===== config.mk =====
export PLATFORM = sky130hd
export DESIGN_NAME = stim_cmd_parser
export DESIGN_NICKNAME = d
export VERILOG_FILES = /design/src/rtl/stim_pkg.sv /design/src/rtl/us_tick_gen.sv /design/src/rtl/stim_cmd_parser.sv
export SDC_FILE = /design/constraint.sdc
export NUM_CORES = 1
export LEC_CHECK = 0
export CAP_MARGIN = 10
export CORE_MARGIN = 2
export CORE_UTILIZATION = 45
export CTS_CLUSTER_DIAMETER = 200
export DETAILED_ROUTE_END_ITERATION = 7
export PLACE_DENSITY = 0.7
export SLEW_MARGIN = 40
export SYNTH_ARGS = -nofsm -noshare
export SYNTH_HDL_FRONTEND = slang
export SYNTH_HIERARCHICAL = 1
export SYNTH_SLANG_ARGS = --single-unit

===== constraint.sdc =====
create_clock -name sys_clk -period 3.1 [get_ports sys_clk]
set_input_delay 0.31 -clock sys_clk [delete_from_list [all_inputs] [get_ports sys_clk]]
set_output_delay 0.31 -clock sys_clk [all_outputs]
set_load 0.02 [all_outputs]

===== src/rtl/stim_pkg.sv =====
// Shared definitions for the stimulation command path.
// Command, error and mode codes are also used by the pulse logic.
package stim_pkg;

   localparam int DEF_CLK_PER_US = 50;
   localparam int DEF_TIMEOUT_US = 1000;

   localparam logic [15:0] PF_MAX  = 16'd100;
   localparam logic [15:0] BF_MAX  = 16'd4095;
   localparam logic [23:0] ONT_MAX = 24'd10000;

   localparam logic [7:0] HDR0_BYTE = 8'hAA;
   localparam logic [7:0] HDR1_BYTE = 8'h55;

   localparam logic [7:0] CMD_MODE = 8'h01;
   localparam logic [7:0] CMD_BF   = 8'h02;
   localparam logic [7:0] CMD_PF   = 8'h03;
   localparam logic [7:0] CMD_ONT  = 8'h04;
   localparam logic [7:0] CMD_RUN  = 8'h05;
   localparam logic [7:0] CMD_STOP = 8'h06;

   localparam logic [2:0] ERR_NONE  = 3'd0;
   localparam logic [2:0] ERR_CHK   = 3'd1;
   localparam logic [2:0] ERR_CMD   = 3'd2;
   localparam logic [2:0] ERR_LEN   = 3'd3;
   localparam logic [2:0] ERR_RANGE = 3'd4;
   localparam logic [2:0] ERR_MODE  = 3'd5;
   localparam logic [2:0] ERR_TMO   = 3'd6;

   typedef enum logic [3:0] {
      MODE_OFF    = 4'd0,
      MODE_SINGLE = 4'd1,
      MODE_RTMS   = 4'd2,
      MODE_TBS    = 4'd3,
      MODE_TEST   = 4'd4
   } mode_e;

   typedef enum logic [2:0] {
      HDR0, HDR1, CMD, LEN, PAY, CHK, EXEC
   } state_e;

   function automatic logic [7:0] exp_len(input logic [7:0] cmd);
      case (cmd)
         CMD_MODE: exp_len = 8'd1;
         CMD_BF:   exp_len = 8'd2;
         CMD_PF:   exp_len = 8'd2;
         CMD_ONT:  exp_len = 8'd3;
         default:  exp_len = 8'd0;
      endcase
   endfunction

endpackage


===== src/rtl/us_tick_gen.sv =====
// One-cycle strobe every CLK_PER_US clocks; clr_i restarts the period.
// Kept standalone so the pulse logic can share it.
module us_tick_gen #(
   parameter int CLK_PER_US = 50
) (
   input  logic clk_i,
   input  logic rst_ni,
   input  logic clr_i,
   output logic tick_o
);

   localparam int CW = (CLK_PER_US > 1) ? $clog2(CLK_PER_US) : 1;
   localparam logic [CW-1:0] LAST = CW'(CLK_PER_US - 1);

   logic [CW-1:0] cnt_q;

   assign tick_o = !clr_i && (cnt_q == LAST);

   always_ff @(posedge clk_i or negedge rst_ni) begin
      if (!rst_ni) begin
         cnt_q <= '0;
      end else if (clr_i || cnt_q == LAST) begin
         cnt_q <= '0;
      end else begin
         cnt_q <= cnt_q + 1'b1;
      end
   end

endmodule


===== src/rtl/stim_cmd_parser.sv =====
// Framed UART command decoder driving the stimulation parameters.
// Values commit only in EXEC, after the whole frame has been checked.
module stim_cmd_parser
   import stim_pkg::*;
#(
   parameter int CLK_PER_US = DEF_CLK_PER_US,
   parameter int TIMEOUT_US = DEF_TIMEOUT_US
) (
   input  logic        sys_clk,
   input  logic        sys_rst_n,
   input  logic [7:0]  rx_data,
   input  logic        rx_valid,
   output logic [3:0]  stimulate_mod,
   output logic [11:0] burst_frequency,
   output logic [11:0] pulses_frequency,
   output logic [23:0] igbt_on_time,
   output logic        stim_run,
   output logic        frame_ok,
   output logic        frame_err,
   output logic [2:0]  err_code
);

   localparam int IW = $clog2(TIMEOUT_US + 1);
   localparam logic [IW-1:0] TMO = IW'(TIMEOUT_US);

   state_e      state_q;
   logic [7:0]  cmd_q;
   logic [7:0]  len_q;
   logic [7:0]  idx_q;
   logic [7:0]  sum_q;
   logic [23:0] pay_q;
   logic        chk_bad_q;
   logic [IW-1:0] idle_q;

   logic [3:0]  mode_q;
   logic [11:0] bf_q;
   logic [11:0] pf_q;
   logic [23:0] ont_q;
   logic        run_q;
   logic        ok_q;
   logic        err_q;
   logic [2:0]  ecode_q;

   logic        tick;
   logic        idle_clr;
   logic        timeout;
   logic [2:0]  verr_d;

   assign stimulate_mod    = mode_q;
   assign burst_frequency  = bf_q;
   assign pulses_frequency = pf_q;
   assign igbt_on_time     = ont_q;
   assign stim_run         = run_q;
   assign frame_ok         = ok_q;
   assign frame_err        = err_q;
   assign err_code         = ecode_q;

   // Idle time only accumulates while a frame is in progress.
   assign idle_clr = rx_valid || state_q == HDR0 || state_q == EXEC;
   assign timeout  = !idle_clr && idle_q == TMO;

   us_tick_gen #(
      .CLK_PER_US(CLK_PER_US)
   ) u_tick (
      .clk_i (sys_clk),
      .rst_ni(sys_rst_n),
      .clr_i (idle_clr),
      .tick_o(tick)
   );

   always_ff @(posedge sys_clk or negedge sys_rst_n) begin
      if (!sys_rst_n) begin
         idle_q <= '0;
      end else if (idle_clr) begin
         idle_q <= '0;
      end else if (tick && idle_q != TMO) begin
         idle_q <= idle_q + 1'b1;
      end
   end

   always_comb begin
      verr_d = ERR_NONE;
      if (chk_bad_q) begin
         verr_d = ERR_CHK;
      end else if (cmd_q == 8'h00 || cmd_q > CMD_STOP) begin
         verr_d = ERR_CMD;
      end else if (len_q != exp_len(cmd_q)) begin
         verr_d = ERR_LEN;
      end else begin
         case (cmd_q)
            CMD_MODE:
               if (pay_q[7:0] > 8'd4) verr_d = ERR_RANGE;
            CMD_BF:
               if (pay_q[15:0] == 16'd0 || pay_q[15:0] > BF_MAX)
                  verr_d = ERR_RANGE;
            CMD_PF:
               if (pay_q[15:0] == 16'd0 || pay_q[15:0] > PF_MAX)
                  verr_d = ERR_RANGE;
            CMD_ONT:
               if (pay_q == 24'd0 || pay_q > ONT_MAX)
                  verr_d = ERR_RANGE;
            CMD_RUN:
               if (mode_q == MODE_OFF) verr_d = ERR_MODE;
            default: verr_d = ERR_NONE;
         endcase
      end
   end

   always_ff @(posedge sys_clk or negedge sys_rst_n) begin
      if (!sys_rst_n) begin
         state_q   <= HDR0;
         cmd_q     <= '0;
         len_q     <= '0;
         idx_q     <= '0;
         sum_q     <= '0;
         pay_q     <= '0;
         chk_bad_q <= 1'b0;
         mode_q    <= MODE_OFF;
         bf_q      <= 12'd0;
         pf_q      <= 12'd1;
         ont_q     <= 24'd100;
         run_q     <= 1'b0;
         ok_q      <= 1'b0;
         err_q     <= 1'b0;
         ecode_q   <= ERR_NONE;
      end else begin
         ok_q  <= 1'b0;
         err_q <= 1'b0;
         if (timeout) begin
            state_q <= HDR0;
            err_q   <= 1'b1;
            ecode_q <= ERR_TMO;
         end else if (state_q == EXEC) begin
            state_q <= HDR0;
            if (verr_d == ERR_NONE) begin
               ok_q <= 1'b1;
               case (cmd_q)
                  CMD_MODE: begin
                     mode_q <= pay_q[3:0];
                     run_q  <= 1'b0;
                  end
                  CMD_BF: begin
                     bf_q  <= pay_q[11:0];
                     run_q <= 1'b0;
                  end
                  CMD_PF: begin
                     pf_q  <= pay_q[11:0];
                     run_q <= 1'b0;
                  end
                  CMD_ONT: begin
                     ont_q <= pay_q;
                     run_q <= 1'b0;
                  end
                  CMD_RUN: run_q <= 1'b1;
                  default: run_q <= 1'b0;
               endcase
            end else begin
               err_q   <= 1'b1;
               ecode_q <= verr_d;
            end
         end else if (rx_valid) begin
            unique case (state_q)
               HDR0:
                  if (rx_data == HDR0_BYTE) state_q <= HDR1;
               HDR1:
                  if (rx_data == HDR1_BYTE) state_q <= CMD;
                  else if (rx_data != HDR0_BYTE) state_q <= HDR0;
               CMD: begin
                  cmd_q   <= rx_data;
                  sum_q   <= rx_data;
                  state_q <= LEN;
               end
               LEN: begin
                  len_q   <= rx_data;
                  sum_q   <= sum_q + rx_data;
                  pay_q   <= '0;
                  idx_q   <= '0;
                  state_q <= (rx_data == 8'd0) ? CHK : PAY;
               end
               PAY: begin
                  pay_q <= {pay_q[15:0], rx_data};
                  sum_q <= sum_q + rx_data;
                  idx_q <= idx_q + 8'd1;
                  if (idx_q == len_q - 8'd1) state_q <= CHK;
               end
               CHK: begin
                  chk_bad_q <= (rx_data != sum_q);
                  state_q   <= EXEC;
               end
               default: state_q <= HDR0;
            endcase
         end
      end
   end

endmodule


== Word-level counts from Yosys, hierarchy flattened ==
Index checks and enable logic that the tools add are counted.
Cells by class
  bitwise gates (word level): 2
  add/sub/neg operators: 5
  multiplexer cells: 37
  equal/unequal tests: 24
  $lt $le $gt $ge: 5
  reduce and logical (&&, ||, !) cells: 37
Operator list (count)
  3-bit 2-to-1 mux: 18
  24-bit case mux with 2 select lines: 1
  4-bit AND reduction: 10
  8-bit case mux with 2 select lines: 2
  24-bit by 14-bit greater-than comparator with 1-bit output (second input constant): 1
  24-bit zero test: 1
  10-bit 2-to-1 mux: 2
  3-bit case mux with 6 select lines: 1
  8-bit by 2-bit == test with 1-bit output (second input constant): 2
  8-bit by 3-bit == test with 1-bit output (second input constant): 2
  16-bit by 12-bit greater-than comparator with 1-bit output (second input constant): 1
  16-bit by 7-bit greater-than comparator with 1-bit output (second input constant): 1
  8-bit by 3-bit greater-than comparator with 1-bit output (second input constant): 2
  16-bit zero test: 1
  8-bit zero test: 2
  8-bit 2-to-1 mux: 2
  8-bit != test: 2
  3-bit case mux with 5 select lines: 1
  10-bit by 1-bit adder with 10-bit output (second input constant): 1
  10-bit == test (second input constant): 1
  10-bit != test (second input constant): 1
  3-bit == test (second input constant): 3
  8-bit by 1-bit adder with 8-bit output (second input constant): 1
  8-bit adder: 1
  28 further kinds: 50
Storage, ports and cells
  word-level logic and storage cells: 127
  flip-flop bits (word level): 134
  output and inout bits: 58
  input bits: 11

== Logic depth before layout (Yosys ltp) ==
  word-level depth: 13
  mapped depth: 10
  depth with buffers taken out: 10

== By module ==
The synthesis kept the hierarchy.
By module, submodules not included
  stim_cmd_parser: cells an instance 560, times used 1, area an instance 6083.3 um^2, sequential area each 3208.1 um^2
  us_tick_gen: cells an instance 27, times used 1, area an instance 282.8 um^2, sequential area each 150.1 um^2

== Worst setup path after synthesis ==
Ideal clock, no wire load.
  kind: reg2reg
  from: register len_q[3]
  to: register bf_q[10] (netlist: burst_frequency[10])
  buffers on the path: 2
  setup slack: -0.124 ns
  required time: 2.975 ns
  stages on the path, launching flop included: 10
  clock period less this slack: 3.224 ns
  setup time: 0.125 ns
  data arrival time: 3.099 ns
  path through: dfrtp_1 -> or4_4 -> or3_4 -> or3_1 -> o22a_1 -> or3_1 -> buf_2 -> or3_4 -> buf_6 -> mux2_4
On the way
  longest elaborated chain between the ends: 6
RTL lines
  start: declaration: RTL line stim_cmd_parser.sv:28  | logic [7:0] len_q;
  start signal: assignment: RTL line stim_cmd_parser.sv:174  | len_q <= rx_data;
  8-bit != test: RTL line stim_cmd_parser.sv:87  | end else if (len_q != exp_len(cmd_q)) begin
  3-bit 2-to-1 mux: RTL line stim_cmd_parser.sv:87
  3-bit 2-to-1 mux: RTL line stim_cmd_parser.sv:85  | end else if (cmd_q == 8'h00 || cmd_q > CMD_STOP) begin
  3-bit 2-to-1 mux: RTL line stim_cmd_parser.sv:83  | if (chk_bad_q) begin
  3-bit zero test: RTL line stim_cmd_parser.sv:135  | if (verr_d == ERR_NONE) begin
  4-bit AND reduction (no line)
  end signal: assignment: RTL line stim_cmd_parser.sv:143  | bf_q <= pay_q[11:0];
  end: declaration: RTL line stim_cmd_parser.sv:36  | logic [11:0] bf_q;
No other way between the ends.
A chain may end at the register's enable or synchronous reset.

== Final worst setup path ==
  from: register len_q[5]
  to: register bf_q[5] (netlist: burst_frequency[5])
The elaborated chain is that of the path after synthesis.

==> results.py <==
metrics = {
    "status": {
        "status": "finished clean",
    },
    "timing": {
        "fin_skew_ps": 6.59,
        "finalSetupViolCount": 0,
        "fin_crit_sh": 0.981,
        "timing.fmax_ghz": 0.329,
        "min_period_ps": 3040,
        "timing.slew.headroom": 0.543,
        "hold_viol_final": 0,
        "rsz0062_at_grt": "yes",
        "worst_slack_ps": 58.0,
        "tightest_slew_ps": 685,
        "slew_viol_final": 0,
        "holdWs_ps": 6.00,
    },
    "setup_path": {
        "cp_num_buf_inv": 0,
        "arrival_ps": 3340,
        "cp_max_fo": 6,
        "path_cells": "or4_4 -> or3_4 -> or3_1 -> o22a_1 -> or3_4 -> or3_4 -> mux2_4",
        "start_kind": "register",
        "crit_path_top_delay_cell": "or4_4",
        "cpPeakStageDelay_ps": 530,
        "cpMostUsedCell": "or3_4",
        "reg2reg_from": "len_q[5]$_DFFE_PN0P_",
        "endpoint_kind": "register",
        "rr_endpoint": "burst_frequency[5]$_DFFE_PN0P_",
        "required_ps": 3400,
        "reg2regPathDepth": 7,
        "critPathTopFamily": "simple AND/OR/NAND/NOR gates",
        "worstSetupPathType": "register to register",
        "r2r_setup_slack_ps": 60,
    },
    "synth": {
        "synth_compound_area_frac": 0.115,
        "synth_area_per_cell_sq_um": 10.8,
        "synth_cell_types": 58,
        "synth-simple-area-share": 0.169,
        "synth_top_cell_area_share": 0.511,
        "synth_nets": 612,
        "syn_area_sq_um": 6370,
        "ys_ff_latch": 134,
        "synth_fa_ha_area_frac": 0.0287,
        "synthTopCellsByArea": "dfrtp_1 (51%), mux2_2 (6.0%), a22o_1 (3.3%), nand2_1 (3.1%), xnor2_1 (2.6%)",
        "synth-edff-count": 0,
        "ys_warn_count": 6,
        "synthArstFlopShare": 1.00,
        "synthMuxAreaShare": 0.0869,
        "synth_top_family_by_area": "simple AND/OR/NAND/NOR gates",
        "synth_area_leader_cell": "dfrtp_1",
        "yosysSeqAreaShare": 0.528,
        "synthXorXnorAreaFrac": 0.0454,
        "synth-main-ff-cell": "dfrtp_1",
        "synth_cells": 587,
    },
    "cts": {
        "cts_root_buf": "clkbuf_16",
        "cts_buffers": 17,
        "clk_latency_ps": 420,
        "htree_num_levels": 4,
        "clkSinkCount": 134,
        "cts.clk_slew.worst_paths_ps": 60,
        "clockBufferDepth": 2,
        "cts_tree": "yes",
        "ctsHoldBuffers": 0,
    },
    "pwr": {
        "irDropWorstVdd_v": 0.000534,
        "power_density_nw_per_um2": 803,
        "leakage_nw": 3.68,
    },
    "global_routing": {
        "antenna_found_initial": 0,
        "grt_max_degree": 135,
        "grt_pass1_wl_mm": 23.9,
        "grt_use_total": 0.206,
        "grt_pass1_vias": 4813,
        "gr-total-overflow": 0,
    },
    "placement": {
        "gp_congestion": 0.904,
        "port_buffers": 68,
        "dp_slack_ps": -17.0,
        "place_inst": 844,
        "dp_hpwl_mm": 9.93,
    },
    "drt": {
        "avgRoutedWirePerCell_um": 16.6,
        "vias": 4870,
        "detail_route.iter0.violations": 409,
        "drcViolationCount": 0,
        "wl_mm": 14.6,
        "antenna_left": 0,
        "via_per_inst": 5.54,
        "drtPass1Iterations": 5,
    },
    "cells_and_area": {
        "multiInputGateArea_sq_um": 2850,
        "final_cell_mix": "dfrtp_1 (130), clkdlybuf4s50_1 (67), nand2_1 (53)",
        "nNetsFinal": 711,
        "regArea_sq_um": 3360,
        "syn_to_final_growth_pct": 27.7,
        "layout_commonest_cell": "dfrtp_1",
        "layout-drive-gt1-share": 0.186,
        "fillers": 1104,
        "final_cells": 879,
        "n_antenna_cell": 0,
    },
    "floorplan": {
        "dieWidth_um": 123,
        "pin_count": 69,
        "initial_core_util": 0.460,
        "die_area_sq_um": 15100,
        "core_sq_um": 13800,
        "fp-row-count": 43,
        "die_height_um": 123,
    },
    "run": {
        "maxCapViolations": 0,
    },
    "min_path": {
        "hold_path_class": "input port to async pin",
    },
}
-- layer usage --
metal | GRT usage | wire length, um | vias up
li1 | - | - | 2296
met1 | 0.268 | 6700 | 2416
met2 | 0.339 | 7040 | 135
met3 | 0.0411 | 609 | 23
met4 | 0.0805 | 258 | 0
met5 | 0 | 0 | -
-- repair_timing --
item,4_1_cts,5_1_grt
pin swaps,1,2
setup buffers,1,1
resized for setup,2,1
cloned,1,0
setup endpoints to repair,11,15
endpoints found under the hold margin,0,0
-- flip-flops by register name, summed over array words and instances, names as in the netlist, 3 cells and up --
signal            count
pay_q                24
burst_frequency      12
len_q                 8
idx_q                 8
pulses_frequency     12
idle_q               10
sum_q                 8
state_q               3
err_code              3
igbt_on_time         24
cmd_q                 8
stimulate_mod         4
u_tick/cnt_q          6
-- how the worst max path moves through the flow --
stage / from / end / slack (ps) / depth (start not counted)
2_1_floorplan: len_q[2]$_DFFE_PN0P_ / burst_frequency[10]$_DFFE_PN0P_ / -50 / 9
3_3_place_gp: rx_data[7] / state_q[1]$_DFFE_PN0P_ / -10 / 9
3_5_place_dp: rx_data[1] / state_q[1]$_DFFE_PN0P_ / -20 / 9
4_1_cts: len_q[5]$_DFFE_PN0P_ / burst_frequency[5]$_DFFE_PN0P_ / -3 / 7
5_1_grt: len_q[5]$_DFFE_PN0P_ / burst_frequency[6]$_DFFE_PN0P_ / -9 / 7
6_report: len_q[5]$_DFFE_PN0P_ / burst_frequency[5]$_DFFE_PN0P_ / 60 / 7
-- Yosys cell counts, drive strengths merged (2+ instances only) --
library cell	n
nand4b	3
nor3	12
or3	11
dfrtp	130
o211a	2
xnor2	19
inv	16
nand3	17
a22oi	2
o31ai	2
a21o	6
and4	2
nor4b	2
nand4	8
mux2	44
nand2	53
nor2	42
o311ai	2
a21oi	24
o21ai	30
and3	3
xor2	14
a31oi	3
and2	2
a22o	24
nor4	10
dfstp	4
nor2b	21
or2	2
nand2b	5
buf	4
mux2i	2
a311oi	2
or4	10
ha	13
clkbuf	25
a211oi	2
-- power by group --
part           internal [W]  leakage, nW  total [W]  switching, W
clock               0.00139        0.298    0.00213      0.000745
combinational      0.000966         1.59    0.00200       0.00104
sequential          0.00206         1.78    0.00239      0.000324
-- area by class of cell --
type | instances | area share
Clock inverter | 12 | 0.0219
Inverter | 16 | 0.00739
Sequential cell | 134 | 0.413
Timing Repair Buffer | 108 | 0.123
Clock buffer | 20 | 0.0562
Tap cell | 180 | 0.0277
Multi-Input combinational cell | 409 | 0.350
-- metrics by stage --
step	power [W]	util	TNS, ps	cell area, sq um
after detailed placement	0.00437	0.539	-17.0	7460
after global placement	0.00428	0.539	-11.3	7460
after CTS	0.00655	0.587	-3.40	8120
after global routing	0.00690	0.588	-21.5	8130
after floorplan	0.00365	-	-459	6380
final	0.00652	0.588	0	8130
-- cells by family after synthesis --
| family | after synthesis |
|---|---|
| AO/OA/AOI/OAI | 109 |
| XOR/XNOR | 33 |
| adder cells (fa/ha/maj) | 14 |
| buffers and inverters | 45 |
| flip-flops | 134 |
| multiplexers | 46 |
| AND/OR/NAND/NOR | 206 |
No activity file was read; power rests on OpenSTA's default activity.
